--- src/rtl/chirp_pinc_gen.sv ---
// Chirp generator: steps a DDS phase-increment word linearly over AXI-stream. Optional up/down sweep under `CHIRP_TRIANGLE_EN`.
// Latency: first beat is valid one cycle after gen in IDLE; chirps run back to back with no bubble.
// Backpressure: all counters advance only on accepted beats; tdata/tlast hold while tready is low.
module chirp_pinc_gen #(
    parameter int PINC_W = 16,
    parameter int CNT_W  = 32
) (
    input  logic              clk,
    input  logic              rst,
    input  logic              gen,
    input  logic              abort,
    input  logic [PINC_W-1:0] pinc_start,
    input  logic [PINC_W-1:0] pinc_step,
    input  logic [CNT_W-1:0]  num_steps,
    input  logic [CNT_W-1:0]  dwell,
    input  logic [CNT_W-1:0]  num_chirps,
    input  logic              triangle,
    output logic [PINC_W-1:0] m_axis_tdata,
    output logic              m_axis_tvalid,
    input  logic              m_axis_tready,
    output logic              m_axis_tlast,
    output logic              busy,
    output logic              done
);

`ifdef CHIRP_TRIANGLE_EN
    typedef enum logic [1:0] {IDLE, UP, DOWN} state_t;
`else
    typedef enum logic [1:0] {IDLE, UP} state_t;
`endif

    state_t            state;
    logic [PINC_W-1:0] start_q;
    logic [PINC_W-1:0] step_q;
    logic [PINC_W-1:0] pinc_q;
    logic [CNT_W-1:0]  nsteps_q;
    logic [CNT_W-1:0]  dwell_m1_q;
    logic [CNT_W-1:0]  nchirps_q;
    logic [CNT_W-1:0]  dwell_cnt;
    logic [CNT_W-1:0]  step_idx;
    logic [CNT_W-1:0]  chirp_cnt;
    logic [CNT_W-1:0]  chirp_nxt;
    logic              done_q;
    logic              step_end;
    logic              peak;
    logic              chirp_end;
    logic              last_chirp;

`ifdef CHIRP_TRIANGLE_EN
    logic tri_q;
    logic to_down;

    // A zero-length ramp has no down leg, so the chirp ends at the single peak step.
    assign to_down   = tri_q && (nsteps_q != '0);
    assign chirp_end = step_end && (((state == UP) && peak && !to_down) ||
                                    ((state == DOWN) && (step_idx == '0)));
`else
    logic unused_triangle;

    assign unused_triangle = triangle;
    assign chirp_end       = step_end && (state == UP) && peak;
`endif

    assign step_end   = (dwell_cnt == dwell_m1_q);
    assign peak       = (step_idx == nsteps_q);
    assign chirp_nxt  = chirp_cnt + CNT_W'(1);
    // Continuous mode (num_chirps == 0) never terminates, even when chirp_cnt wraps.
    assign last_chirp = (nchirps_q != '0) && (chirp_nxt == nchirps_q);

    always_ff @(posedge clk or posedge rst) begin
        if (rst) begin
            state      <= IDLE;
            start_q    <= '0;
            step_q     <= '0;
            pinc_q     <= '0;
            nsteps_q   <= '0;
            dwell_m1_q <= '0;
            nchirps_q  <= '0;
            dwell_cnt  <= '0;
            step_idx   <= '0;
            chirp_cnt  <= '0;
            done_q     <= 1'b0;
`ifdef CHIRP_TRIANGLE_EN
            tri_q      <= 1'b0;
`endif
        end else begin
            done_q <= 1'b0;
            if (abort) begin
                state  <= IDLE;
                pinc_q <= '0;
            end else begin
                case (state)
                    IDLE: begin
                        if (gen) begin
                            start_q    <= pinc_start;
                            step_q     <= pinc_step;
                            nsteps_q   <= num_steps;
                            dwell_m1_q <= (dwell == '0) ? '0 : dwell - CNT_W'(1);
                            nchirps_q  <= num_chirps;
`ifdef CHIRP_TRIANGLE_EN
                            tri_q      <= triangle;
`endif
                            pinc_q     <= pinc_start;
                            dwell_cnt  <= '0;
                            step_idx   <= '0;
                            chirp_cnt  <= '0;
                            state      <= UP;
                        end
                    end
                    default: begin
                        if (m_axis_tready) begin
                            if (!step_end) begin
                                dwell_cnt <= dwell_cnt + CNT_W'(1);
                            end else begin
                                dwell_cnt <= '0;
                                if (chirp_end) begin
                                    chirp_cnt <= chirp_nxt;
                                    step_idx  <= '0;
                                    if (last_chirp) begin
                                        state  <= IDLE;
                                        pinc_q <= '0;
                                        done_q <= 1'b1;
                                    end else begin
                                        state  <= UP;
                                        pinc_q <= start_q;
                                    end
`ifdef CHIRP_TRIANGLE_EN
                                end else if ((state == UP) && !peak) begin
                                    step_idx <= step_idx + CNT_W'(1);
                                    pinc_q   <= pinc_q + step_q;
                                end else if (state == UP) begin
                                    // Turn around below the peak so the peak value is not repeated.
                                    state    <= DOWN;
                                    step_idx <= nsteps_q - CNT_W'(1);
                                    pinc_q   <= pinc_q - step_q;
                                end else begin
                                    step_idx <= step_idx - CNT_W'(1);
                                    pinc_q   <= pinc_q - step_q;
                                end
`else
                                end else begin
                                    step_idx <= step_idx + CNT_W'(1);
                                    pinc_q   <= pinc_q + step_q;
                                end
`endif
                            end
                        end
                    end
                endcase
            end
        end
    end

    assign m_axis_tdata  = pinc_q;
    assign m_axis_tvalid = (state != IDLE);
    assign m_axis_tlast  = m_axis_tvalid && chirp_end;
    assign busy          = (state != IDLE);
    assign done          = done_q;

endmodule

--- config.mk ---
export PLATFORM = sky130hd
export DESIGN_NAME = chirp_pinc_gen
export DESIGN_NICKNAME = d
export VERILOG_FILES = /design/src/rtl/chirp_pinc_gen.sv
export SDC_FILE = /design/constraint.sdc
export NUM_CORES = 1
export LEC_CHECK = 0
export ABC_AREA = 1
export CORE_MARGIN = 10
export CORE_UTILIZATION = 50
export DETAILED_ROUTE_END_ITERATION = 12
export PLACE_DENSITY_LB_ADDON = 0.08
export SLEW_MARGIN = 20
export SYNTH_ARGS = -nofsm -noshare
export SYNTH_HDL_FRONTEND = slang
export SYNTH_SLANG_ARGS = --single-unit
--- constraint.sdc ---
create_clock -name clk -period 8.61 [get_ports clk]
set_input_delay 1.722 -clock clk [delete_from_list [all_inputs] [get_ports clk]]
set_output_delay 1.722 -clock clk [all_outputs]
set_load 0.02 [all_outputs]
# Yosys cells after proc, flatten, opt, wreduce, memory -nomap -nowiden
# Index checks and enable logic that the tools add are counted.
[totals]
latchBits = 0
mem_bits_ro = 0
regBits = 243
inputBits = 134
ram_bits = 0
memories = 0
[classes]
n_div = 0
n_bitwise = 1
order_cmp = 0
addsub = 5
reduce_logical = 20
n_eq_ne = 6
shifts = 0
n_mux = 33
n_mul = 0
[op_table]
columns = ["cell", "count"]
rows = [
  ["two-way mux 32 bit", 13],
  ["two-way mux 16 bit", 7],
  ["adder 32 x 1 -> 32 bit, second input constant", 3],
  ["equality test 32 bit", 3],
  ["logical NOT 32 bit", 1],
  ["nonzero test 32 bit", 1],
  ["subtractor 32 x 1 -> 32 bit, second input constant", 1],
  ["adder 16 bit", 1],
  ["two-way mux 2 bit", 6],
  ["AND reduction 3 bit", 3],
  ["nonzero test 3 bit", 3],
  ["AND reduction 4 bit", 2],
  ["nonzero test 2 bit", 4],
  ["two-way mux 1 bit", 7],
  ["AND reduction 5 bit", 1],
  ["logical AND 1 bit", 4],
  ["!= test 3 bit, second input constant", 1],
  ["equality test 2 x 1 -> 1 bit, second input constant", 1],
  ["logical NOT 2 bit", 1],
  ["!= test 2 bit, second input constant", 1],
  ["inverter 1 bit", 1],
]

# Logic depth before layout (Yosys ltp)
[logic_depth]
word_depth = 9
depth_mapped = 20

# Worst setup path after synthesis
# No wires, ideal clock.
[synth_path]
kind = "input to register"
from = "input port dwell[0]"
to = "register dwell_m1_q[2]"
stages = 11
t_arrival_ns = 3.396
path_buffers = 1
path_slack_ns = 5.087
cell_sequence = "inv_1 -> ha_1 -> nand2_1 -> nor2_4 -> nand4_1 -> nor4_2 -> nand3_1 -> or2_1 -> o21ai_2 -> buf_2 -> o21ai_0"
[synth_via]
elab_chain_cells = 2
elab_cells_between_ends = 3
[synth_lines]
columns = ["item", "line", "source"]
rows = [
  ["start: declaration", "15", "input logic [CNT_W-1:0] dwell,"],
  ["subtractor 32 x 1 -> 32 bit / logical NOT 32 bit (equally long branches)", "98", "dwell_m1_q <= (dwell == '0) ? '0 : dwell - CNT_W'(1);"],
  ["two-way mux 32 bit (*)", "98", ""],
  ["end signal: assignment", "98", ""],
  ["end: declaration", "37", "logic [CNT_W-1:0] dwell_m1_q;"],
]
# Every way passes the cells marked *; elsewhere a longest branch is shown, timed or not.
# A chain may end at the register's enable or synchronous reset.

# Final worst setup path
[layout_path]
from = "register step_idx[10]"
to = "output port m_axis_tlast"
[layout_via]
elab_chain_cells = 3
[layout_lines]
columns = ["item", "line", "source"]
rows = [
  ["start: declaration", "40", "logic [CNT_W-1:0] step_idx;"],
  ["start signal: assignment", "142", "step_idx <= step_idx + CNT_W'(1);"],
  ["equality test 32 bit", "65", "assign peak = (step_idx == nsteps_q);"],
  ["logical AND 1 bit", "61", "assign chirp_end = step_end && (state == UP) && peak;"],
  ["logical AND 1 bit", "156", "assign m_axis_tlast = m_axis_tvalid && chirp_end;"],
  ["end: declaration", "21", "output logic m_axis_tlast,"],
]
# Every way passes these cells.

==> reports/metrics.cfg <==
[status]
outcome = finished, final reports clean

[global_route]
grt_use_met2_pct = 37.2
grt_pass1_wl_mm = 73.7
busiest_layer = met2
overflow = 0
grt_util_all_layers_pct = 23.5
antenna_found_initial = 1
use_met1_pct = 32.9
grt_max_degree = 183
grt_pass1_vias = 14100
grtUsageMet3_pct = 3.68

[worst_setup_path]
crit_top_cell = nand3_1
reg2reg_slack_ns = 4.88
rr_startpoint = state[0]
end_kind = output pin
rr_worst_depth = 11
crit_buf_inv = 2
path_delay_family = buffers and inverters
critPathRequiredTime_ns = 6.89
critPathArrivalTime_ns = 3.05
crit_chain = xnor2_1 -> nand3_1 -> nor4_1 -> nand3_1 -> nor2_2 -> buf_4 -> clkdlybuf4s50_1
reg2reg_to = step_idx[12]
start_kind = register
critPathMaxFanout = 16
worst_path_max_delay_cell = clkdlybuf4s50_1
worstSetupPathType = reg2out
crit_path_max_incr_delay_ns = 0.65

[cells_and_area]
layout_common_cells = 689 x nand2_1, 261 x nor2_1, 243 x inv_1
layout-area-overhead-vs-synth_pct = 18.5
layout.nets = 2451
final_area_mm2 = 0.0178
layout-drive-gt1-share_pct = 4.54
final_common_cell = nand2_1
final_util_pct = 60.2

[timing]
maxSlewViolCount = 0
relSlewSlack_pct = 33.3
finalSetupViolCount = 0
timing.fmax_mhz = 210
min_period_over_period_pct = 55.4
fin_ws_ns = 3.84
rsz0062_at_grt = no
finalHoldViolations = 0
tightest_slew_ns = 1.00
skew_ns = 0.0121
fin_crit_ns = 4.77
tns_ns = 0

[routing]
vias_per_cell = 5.32
vias = 14400
drc = 0
wl_per_cell_um = 16.8
drt_iter0_drc = 1007
routed_wl_mm = 45.3
antenna_left = 0
dr.pass1.iters = 6

[cts]
cts_buffer_depth = 3
path_clk_slew_ns = 0.06
post-cts-setup-buffer-count = 0
htreeDepth = 1
cts_buffers = 28
cts_root_buf = clkbuf_16
tritoncts = done
cts_resized = 0
clock_latency_ns = 0.57
hold_buffers = 0
cts.sinks = 242

[die]
dieArea_mm2 = 0.0374
rows = 63
core_area_mm2 = 0.0296
start_util_pct = 50.8
die_y_um = 194
num_io_pins = 154
fp.dieW_um = 194

[yosys]
synth_edf_count = 0
synth_fp_nets = 2311
avgSynthCellArea_um2 = 6.98
ys_seq_elements = 242
seq_area_frac_synth_pct = 40.2
ys.flop_type = dfrtp_1
async_flop_share_pct = 100
synth.distinct_cells = 52
synthesis.instances = 2157
netlist_area_mm2 = 0.0151
ys_warn_count = 0

[pwr]
p_leak_uw = 0.00823
peakVddDrop_uv = 205
cellPowerDensity_mw_per_mm2 = 204

[min_path]
hp-start = start_q[9]
min_to = start_q[9]
hold_class = reg2reg
holdPathStages = 2

[placed_design]
placed_area_mm2 = 0.0169
dpl_worst_slack_ns = 3.60
io_buffers = 152
gp_congestion = 0.970
dpl.hpwl_mm = 33.8

[flow_run]
maxCapViolCount = 0

synthesized netlist by cell type, types with 25 or more instances:
cell	count	area [um^2]
o21ai_0	126	631
nand2_1	689	2590
inv_1	244	916
a21oi_1	34	170
nor2_1	261	980
nor3_1	47	235
o22ai_1	42	263
dfrtp_1	242	6060
xor2_1	62	543
nand4_1	42	263
nor4_1	25	156
xnor2_1	28	245
nand3_1	129	646
clkbuf_1	27	101
tightest hold or removal path: cells and delay by family, from the launching register on:
kind	cells	cell delay (ns)
AND/OR/NAND/NOR	2	0.10
flip-flops	1	0.35
routing by layer:
layer	up-vias	part of all wire [%]	wire [um]
met4	0	2.3	1020
met2	447	44	20000
met5	-	0	0
met3	55	6.2	2830
li1	7203	-	-
met1	6679	47	21400
flip-flops by register name, indices dropped and copies added (netlist names):
name / cells
chirp_cnt: 32
dwell_cnt: 32
dwell_m1_q: 32
nchirps_q: 32
nsteps_q: 32
step_idx: 32
m_axis_tdata: 16
start_q: 16
step_q: 16
done: 1
state: 1
worst max path at each step:
stage                               to  depth (start not counted)           from  slack (ns)
final                     m_axis_tlast                          7   step_idx[10]        3.84
after floorplan           chirp_cnt[0]                          1            rst        0.24
after global placement    step_idx[12]                         12  m_axis_tready        3.63
after detailed placement  step_idx[12]                         12  m_axis_tready        3.60
after global routing      m_axis_tlast                          7   step_idx[20]        3.64
after CTS                 m_axis_tlast                          7   step_idx[10]        3.79
metrics by stage:
stage / total power [uW] / instances / hold WS, ns
after floorplan: 2150 / 2157 / 0.443
after global placement: 2480 / 2656 / 0.460
after detailed placement: 2500 / 2656 / 0.469
after CTS: 3660 / 2700 / 0.482
after global routing: 3880 / 2701 / 0.502
final: 3640 / 2702 / 0.479
logic make-up after synthesis:
family	count (synthesis)	share of synthesized area, %
compound gates	242	8.89
buf+inv	308	8.00
xor+xnor	92	5.54
simple gates	1253	35.6
fa+ha+maj	20	1.71
flops	242	40.2
layout make-up:
class	count	area (um^2)
Fill cell	2802	11800
Multi-Input combinational cell	1607	7800
Sequential cell	242	6060
Timing Repair Buffer	164	1640
Inverter	254	961
Clock buffer	40	806
Tap cell	390	488
Clock inverter	4	76.3
Antenna cell	1	2.50
power by group:
part	switching (uW)	total (uW)	leakage, uW	internal, uW
registers	148	1470	0.00317	1330
logic	625	1020	0.00464	394
clock network	477	1150	0.000425	674
No activity file was read; power rests on OpenSTA's default activity.
